==> config.mk <==
export PLATFORM = sky130hd
export DESIGN_NAME = seq_calc_unit
export DESIGN_NICKNAME = d
export VERILOG_FILES = /design/src/rtl/seq_calc_pkg.sv /design/src/rtl/seq_calc_iter.sv /design/src/rtl/seq_calc_unit.sv
export SDC_FILE = /design/constraint.sdc
export NUM_CORES = 1
export LEC_CHECK = 0
export BUFFER_PORTS_ARGS = -buffer_cell sky130_fd_sc_hd__buf_2
export CORE_ASPECT_RATIO = 1.4
export CORE_MARGIN = 4
export CORE_UTILIZATION = 50
export DETAILED_ROUTE_END_ITERATION = 16
export GPL_TIMING_DRIVEN = 0
export PLACE_DENSITY = 0.76
export SYNTH_ARGS = -nofsm -noshare
export SYNTH_HDL_FRONTEND = slang
export SYNTH_SLANG_ARGS = --single-unit
export TNS_END_PERCENT = 1
==> constraint.sdc <==
create_clock -name clock_i -period 5.5 [get_ports clock_i]
set_clock_uncertainty 0.05 [all_clocks]
set_input_delay 0.275 -clock clock_i [delete_from_list [all_inputs] [get_ports clock_i]]
set_output_delay 0.275 -clock clock_i [all_outputs]
set_load 0.05 [all_outputs]
==> src/rtl/seq_calc_pkg.sv <==
// rtl/seq_calc_pkg.sv - function codes, FSM states and CMP bit positions for seq_calc_unit
package seq_calc_pkg;

  localparam logic [2:0] FCT_ADD = 3'b000;
  localparam logic [2:0] FCT_SUB = 3'b001;
  localparam logic [2:0] FCT_MUL = 3'b010;
  localparam logic [2:0] FCT_CMP = 3'b011;
  localparam logic [2:0] FCT_DIV = 3'b100;

  typedef enum logic {
    ST_IDLE = 1'b0,
    ST_RUN  = 1'b1
  } state_t;

  localparam int CMP_LT = 0;
  localparam int CMP_EQ = 1;
  localparam int CMP_GT = 2;

endpackage

==> src/rtl/seq_calc_iter.sv <==
// rtl/seq_calc_iter.sv - shared shift/accumulate datapath for shift-add MUL and restoring DIV
module seq_calc_iter
  import seq_calc_pkg::*;
#(
  parameter int WIDTH = 8
) (
  input  logic               clock_i,
  input  logic               reset_i,
  input  logic               load_i,
  input  logic               step_i,
  input  logic               op_div_i,
  input  logic [WIDTH-1:0]   a_i,
  input  logic [WIDTH-1:0]   b_i,
  output logic [2*WIDTH-1:0] res_next_o
);

  // MUL: acc = {partial product, remaining multiplier bits}, opr = multiplicand
  // DIV: acc = {partial remainder, dividend bits becoming quotient}, opr = divisor
  logic [2*WIDTH-1:0] acc_q, acc_d;
  logic [WIDTH-1:0]   opr_q, opr_d;
  logic [WIDTH:0]     mul_sum;
  logic [WIDTH:0]     rem_sh;
  logic [WIDTH:0]     div_diff;

  // one load or one bit step; the next value is exposed so the final step can be captured directly
  always_comb begin
    acc_d    = acc_q;
    opr_d    = opr_q;
    mul_sum  = {1'b0, acc_q[2*WIDTH-1:WIDTH]} + (acc_q[0] ? {1'b0, opr_q} : '0);
    rem_sh   = {acc_q[2*WIDTH-1:WIDTH], acc_q[WIDTH-1]};
    div_diff = rem_sh - {1'b0, opr_q};
    if (load_i) begin
      acc_d = {{WIDTH{1'b0}}, (op_div_i ? a_i : b_i)};
      opr_d = op_div_i ? b_i : a_i;
    end else if (step_i) begin
      if (op_div_i) begin
        if (!div_diff[WIDTH]) begin
          acc_d = {div_diff[WIDTH-1:0], acc_q[WIDTH-2:0], 1'b1};
        end else begin
          acc_d = {rem_sh[WIDTH-1:0], acc_q[WIDTH-2:0], 1'b0};
        end
      end else begin
        acc_d = {mul_sum, acc_q[WIDTH-1:1]};
      end
    end
    res_next_o = acc_d;
  end

  // datapath registers
  always_ff @(posedge clock_i) begin
    if (reset_i) begin
      acc_q <= '0;
      opr_q <= '0;
    end else begin
      acc_q <= acc_d;
      opr_q <= opr_d;
    end
  end

endmodule

==> src/rtl/seq_calc_unit.sv <==
// rtl/seq_calc_unit.sv - multi-cycle arithmetic unit top; optional signed MUL/CMP via SEQ_CALC_SIGNED_EN
module seq_calc_unit
  import seq_calc_pkg::*;
#(
  parameter int WIDTH = 8
) (
  input  logic               clock_i,
  input  logic               reset_i,
  input  logic               start_i,
  input  logic [WIDTH-1:0]   a_i,
  input  logic [WIDTH-1:0]   b_i,
  input  logic [2:0]         fct_i,
`ifdef SEQ_CALC_SIGNED_EN
  input  logic               signed_i,
`endif
  output logic [2*WIDTH-1:0] s_o,
  output logic               flag_o,
  output logic               busy_o,
  output logic               done_o
);

  localparam int CNT_W = $clog2(WIDTH + 1);

  state_t             state_q, state_d;
  logic [CNT_W-1:0]   cnt_q, cnt_d;
  logic [2*WIDTH-1:0] s_q, s_d;
  logic               flag_q, flag_d;
  logic               done_q, done_d;
  logic               op_div_q, op_div_d;

  logic               iter_load, iter_step, iter_div;
  logic [WIDTH-1:0]   iter_a, iter_b;
  logic [2*WIDTH-1:0] iter_res;
  logic [2*WIDTH-1:0] prod;
  logic               mul_flag;
  logic [WIDTH:0]     add_sum;
  logic               cmp_lt, cmp_eq, cmp_gt;

`ifdef SEQ_CALC_SIGNED_EN
  logic               sgn_q, sgn_d;
  logic               neg_q, neg_d;
`endif

  seq_calc_iter #(.WIDTH(WIDTH)) u_iter (
    .clock_i    (clock_i),
    .reset_i    (reset_i),
    .load_i     (iter_load),
    .step_i     (iter_step),
    .op_div_i   (iter_div),
    .a_i        (iter_a),
    .b_i        (iter_b),
    .res_next_o (iter_res)
  );

  // operand preparation: single-cycle results, MUL magnitudes and product sign fix-up
  always_comb begin
    add_sum = {1'b0, a_i} + {1'b0, b_i};
    cmp_eq  = (a_i == b_i);
    cmp_lt  = (a_i < b_i);
    iter_a  = a_i;
    iter_b  = b_i;
    prod    = iter_res;
`ifdef SEQ_CALC_SIGNED_EN
    if (signed_i) begin
      cmp_lt = ($signed(a_i) < $signed(b_i));
    end
    if (signed_i && (fct_i == FCT_MUL)) begin
      if (a_i[WIDTH-1]) iter_a = -a_i;
      if (b_i[WIDTH-1]) iter_b = -b_i;
    end
    if (neg_q) begin
      prod = -iter_res;
    end
`endif
    cmp_gt   = !cmp_lt && !cmp_eq;
    mul_flag = |prod[2*WIDTH-1:WIDTH];
`ifdef SEQ_CALC_SIGNED_EN
    if (sgn_q) begin
      mul_flag = !((&prod[2*WIDTH-1:WIDTH-1]) || !(|prod[2*WIDTH-1:WIDTH-1]));
    end
`endif
  end

  // control FSM: accept in IDLE, finish single-cycle ops at once, count WIDTH steps in RUN
  always_comb begin
    state_d   = state_q;
    cnt_d     = cnt_q;
    s_d       = s_q;
    flag_d    = flag_q;
    done_d    = 1'b0;
    op_div_d  = op_div_q;
    iter_load = 1'b0;
    iter_step = 1'b0;
    iter_div  = (state_q == ST_IDLE) ? (fct_i == FCT_DIV) : op_div_q;
`ifdef SEQ_CALC_SIGNED_EN
    sgn_d     = sgn_q;
    neg_d     = neg_q;
`endif
    case (state_q)
      ST_IDLE: begin
        if (start_i) begin
          done_d = 1'b1;
          case (fct_i)
            FCT_ADD: begin
              s_d    = {{(WIDTH-1){1'b0}}, add_sum};
              flag_d = add_sum[WIDTH];
            end
            FCT_SUB: begin
              s_d    = {{WIDTH{1'b0}}, a_i - b_i};
              flag_d = (a_i < b_i);
            end
            FCT_CMP: begin
              s_d         = '0;
              s_d[CMP_LT] = cmp_lt;
              s_d[CMP_EQ] = cmp_eq;
              s_d[CMP_GT] = cmp_gt;
              flag_d      = cmp_eq;
            end
            FCT_MUL, FCT_DIV: begin
              if ((fct_i == FCT_DIV) && (b_i == '0)) begin
                s_d    = '1;
                flag_d = 1'b1;
              end else begin
                done_d    = 1'b0;
                iter_load = 1'b1;
                op_div_d  = (fct_i == FCT_DIV);
                cnt_d     = CNT_W'(WIDTH);
                state_d   = ST_RUN;
`ifdef SEQ_CALC_SIGNED_EN
                sgn_d     = signed_i && (fct_i == FCT_MUL);
                neg_d     = signed_i && (fct_i == FCT_MUL) && (a_i[WIDTH-1] ^ b_i[WIDTH-1]);
`endif
              end
            end
            default: begin
              s_d    = '0;
              flag_d = 1'b1;
            end
          endcase
        end
      end
      ST_RUN: begin
        iter_step = 1'b1;
        cnt_d     = cnt_q - CNT_W'(1);
        if (cnt_q == CNT_W'(1)) begin
          state_d = ST_IDLE;
          done_d  = 1'b1;
          s_d     = op_div_q ? iter_res : prod;
          flag_d  = op_div_q ? 1'b0 : mul_flag;
        end
      end
      default: state_d = ST_IDLE;
    endcase
  end

  // state and output registers
  always_ff @(posedge clock_i) begin
    if (reset_i) begin
      state_q  <= ST_IDLE;
      cnt_q    <= '0;
      s_q      <= '0;
      flag_q   <= 1'b0;
      done_q   <= 1'b0;
      op_div_q <= 1'b0;
`ifdef SEQ_CALC_SIGNED_EN
      sgn_q    <= 1'b0;
      neg_q    <= 1'b0;
`endif
    end else begin
      state_q  <= state_d;
      cnt_q    <= cnt_d;
      s_q      <= s_d;
      flag_q   <= flag_d;
      done_q   <= done_d;
      op_div_q <= op_div_d;
`ifdef SEQ_CALC_SIGNED_EN
      sgn_q    <= sgn_d;
      neg_q    <= neg_d;
`endif
    end
  end

  assign s_o    = s_q;
  assign flag_o = flag_q;
  assign busy_o = (state_q == ST_RUN);
  assign done_o = done_q;

endmodule
==> flow_metrics.py <==
metrics = {
    "outcome": {
        "outcome": "finished, final reports clean",
    },
    "synthesis": {
        "synth_area_um2": 4143,
        "synth_top_area_share_pct": 23.20,
        "seq_area_frac_synth_pct": 23.20,
        "async_flop_share_pct": 0,
        "synth_edf_count": 0,
        "synth_fp_nets": 613,
        "ys_types": 69,
        "synth_top_area_cell": "dfxtp_1",
        "synth.ff_latch_count": 48,
        "synth-main-ff-cell": "dfxtp_1",
        "synth_area_leaders": "dfxtp_1 (23%), ha_1 (10%), nand2_1 (6.2%)",
        "syn_inst": 553,
        "yosys_warnings": 0,
        "syn_avg_cell_area_um2": 7.491,
    },
    "worst_setup_path": {
        "reg2reg_depth": 12,
        "required_ns": 5.60,
        "critPathKind": "reg2reg",
        "critPathCaptureType": "flip-flop",
        "max_stage_delay_ns": 0.43,
        "cp.depth": 12,
        "path_cells": "inv_1 > ha_1 > inv_1 > fa_1 > a21o_1 > a21o_1 > mux2i_2 > nor2_2 > a211oi_1 > o2111ai_1 > nor4bb_1 > a21oi_1",
        "cp_max_fo": 5,
        "critPathArrivalTime_ns": 3.24,
        "crit_slowest_cell": "fa_1",
        "start_kind": "flip-flop",
        "critPathTopFamily": "compound AO/OA/AOI/OAI gates",
        "path_buf_inv": 2,
    },
    "clocking": {
        "cts-buffers-inserted": 5,
        "cts_buffer_depth": 2,
        "clock_sinks": 48,
        "cts_max_level": 2,
        "post-cts-setup-buffers": 0,
        "insertion_delay_ns": 0.29,
        "cts_tree": "yes",
        "clk_pin_slew_worst_paths_ns": 0.07,
        "cts_hold_buf": 0,
        "cts-resized-gates": 0,
        "cts_root_buffer": "clkbuf_16",
    },
    "routing": {
        "top_layer_used": "met4",
        "met1_length_um": 5031,
        "drt_iter0_drc": 202,
        "dr_wl_met2_um": 6331,
        "drc": 0,
        "drt.antenna.violating_nets": 0,
        "wl_per_cell_um": 17.73,
        "wl_um": 12440,
        "avgViaCountPerCell": 6.090,
        "met3_length_um": 424,
        "first_pass_iters": 4,
        "num_vias": 4275,
    },
    "global_routing": {
        "antenna_found_initial": 0,
        "grt_pass1_wl_um": 20320,
        "gr-total-overflow": 0,
        "grt_usage_pct": 25.66,
        "grt_max_degree": 17,
        "grt_pass1_vias": 4246,
    },
    "timing": {
        "finalSetupViolCount": 0,
        "fin_crit_sh_pct": 57.02,
        "max_freq_mhz": 318.9,
        "tightestPinTransition_ns": 0.6309,
        "tns_ns": 0,
        "rsz0062_at_grt": "no",
        "hold_viol_final": 0,
        "min_period_ns": 3.136,
        "slew_violations": 0,
        "slew_headroom_pct": 57.94,
    },
    "placed_design": {
        "gp_congestion": 0.9461,
        "io_buffers": 39,
        "dp_hpwl_um": 10020,
    },
    "die": {
        "start_util_pct": 51.14,
        "die_x_um": 84.93,
        "fp-row-count": 39,
        "core_um2": 8100,
        "fp.dieArea_um2": 9826,
        "ioPinCount": 41,
        "die_h_um": 115.7,
    },
    "cells_and_area": {
        "synthToLayoutAreaGrowth_pct": 12.47,
        "n_fill_cell": 820,
        "drive_gt1_share_pct": 13.83,
        "utilization_pct": 57.52,
        "ff_latch_area_um2": 960.9,
        "final_common_cell": "nand2_1",
        "nNetsFinal": 659,
        "final_cell_mix": "nand2_1 (68), nor2_1 (53), buf_2 (51)",
        "multi_input_area_um2": 2893,
        "antennaDiodeCount": 0,
    },
    "pwr": {
        "power_density_nw_per_um2": 241.7,
        "leakage_nw": 1.886,
        "ir_worst_vdd_mv": 0.1353,
    },
    "job": {
        "max_cap_violations": 0,
    },
    "worst_hold_path": {
        "min_path_cells": 3,
        "hold_class": "in2reg",
    },
}
-- synthesized netlist by cell type (3+ instances only) --
| library cell | number |
|---|---|
| a21oi_1 | 48 |
| o211ai_1 | 11 |
| o21bai_1 | 3 |
| nor2b_1 | 6 |
| nand2b_1 | 6 |
| o31a_1 | 3 |
| fa_1 | 4 |
| nand4_1 | 3 |
| and2_1 | 9 |
| xnor2_1 | 11 |
| a211oi_1 | 9 |
| buf_2 | 12 |
| nand3_1 | 8 |
| clkbuf_1 | 18 |
| ha_1 | 34 |
| nor3_1 | 12 |
| nand2_1 | 68 |
| o21ai_0 | 28 |
| a21o_1 | 8 |
| o21a_1 | 11 |
| and3_1 | 3 |
| xor2_1 | 6 |
| a221oi_1 | 3 |
| a31oi_1 | 3 |
| dfxtp_1 | 48 |
| o21ai_1 | 7 |
| inv_1 | 37 |
| a311oi_1 | 21 |
| nor4_1 | 3 |
| mux2_2 | 3 |
| o22ai_1 | 3 |
| nor2_1 | 53 |
-- tightest hold or removal path, cell delays in order --
cell     delay, ns
buf_2         0.10
a311o_1       0.10
a41oi_1       0.04
-- per-layer routing --
metal  track usage, %  up-vias
met1            28.92     1994
met5                0        -
met4            15.10        0
li1                 -     2088
met2            46.52      143
met3            2.703       50
-- kinds of logic after synthesis --
| group | share of synthesized area (%) |
|---|---|
| adder cells (fa/ha/maj) | 12.20 |
| AND/OR/NAND/NOR | 20.21 |
| flip-flops | 23.20 |
| buffers and inverters | 6.977 |
| multiplexers | 1.993 |
| XOR/XNOR | 3.594 |
| AO/OA/AOI/OAI | 31.83 |
-- final timing paths --
check / start / end / slack (ns)
min: reset_i / s_o[5]$_SDFFE_PP0P_ / 0.22
max: u_iter.acc_q[7]$_SDFF_PP0_ / flag_o$_SDFFE_PP0P_ / 2.36
min reg2reg: s_o[1]$_SDFFE_PP0P_ / s_o[1]$_SDFFE_PP0P_ / 0.42
max reg2reg: u_iter.acc_q[7]$_SDFF_PP0_ / flag_o$_SDFFE_PP0P_ / 2.36
-- area by class of cell --
| cell class | count | share of cell area [%] |
|---|---|---|
| clock inverter | 3 | 1.477 |
| timing repair buffer | 39 | 4.189 |
| sequential | 48 | 20.62 |
| buffer | 33 | 3.142 |
| multi-input combinational | 434 | 62.08 |
| tap | 102 | 2.739 |
| clock buffer | 5 | 2.685 |
| inverter | 38 | 3.061 |
-- sequential cells by signal (all words and copies together), names as in the netlist --
register	count
s_o	16
u_iter.acc_q	16
u_iter.opr_q	8
cnt_q	4
busy_o	1
done_o	1
flag_o	1
op_div_q	1
-- power breakdown --
group | total [mW] | leakage (nW) | internal (mW) | switching (mW)
Combinational | 0.335 | 1.40 | 0.116 | 0.218
Sequential | 0.385 | 0.392 | 0.369 | 0.0166
Clock | 0.406 | 0.0944 | 0.262 | 0.144
Total | 1.13 | 1.89 | 0.747 | 0.379
-- stage by stage --
stage | cell area [um^2] | power (mW) | setup slack, ns | hold slack, ns | std cells
after floorplan | 4143 | 0.6330 | 2.906 | 0.3815 | 553
final | 4659 | 1.126 | 2.364 | 0.2162 | 702
after global placement | 4466 | 0.7176 | 2.501 | 0.4003 | 694
after detailed placement | 4466 | 0.7235 | 2.415 | 0.4113 | 694
after CTS | 4659 | 1.122 | 2.382 | 0.2188 | 702
after global routing | 4659 | 1.173 | 2.239 | 0.2258 | 702
Power figures use the tool's default switching activity.
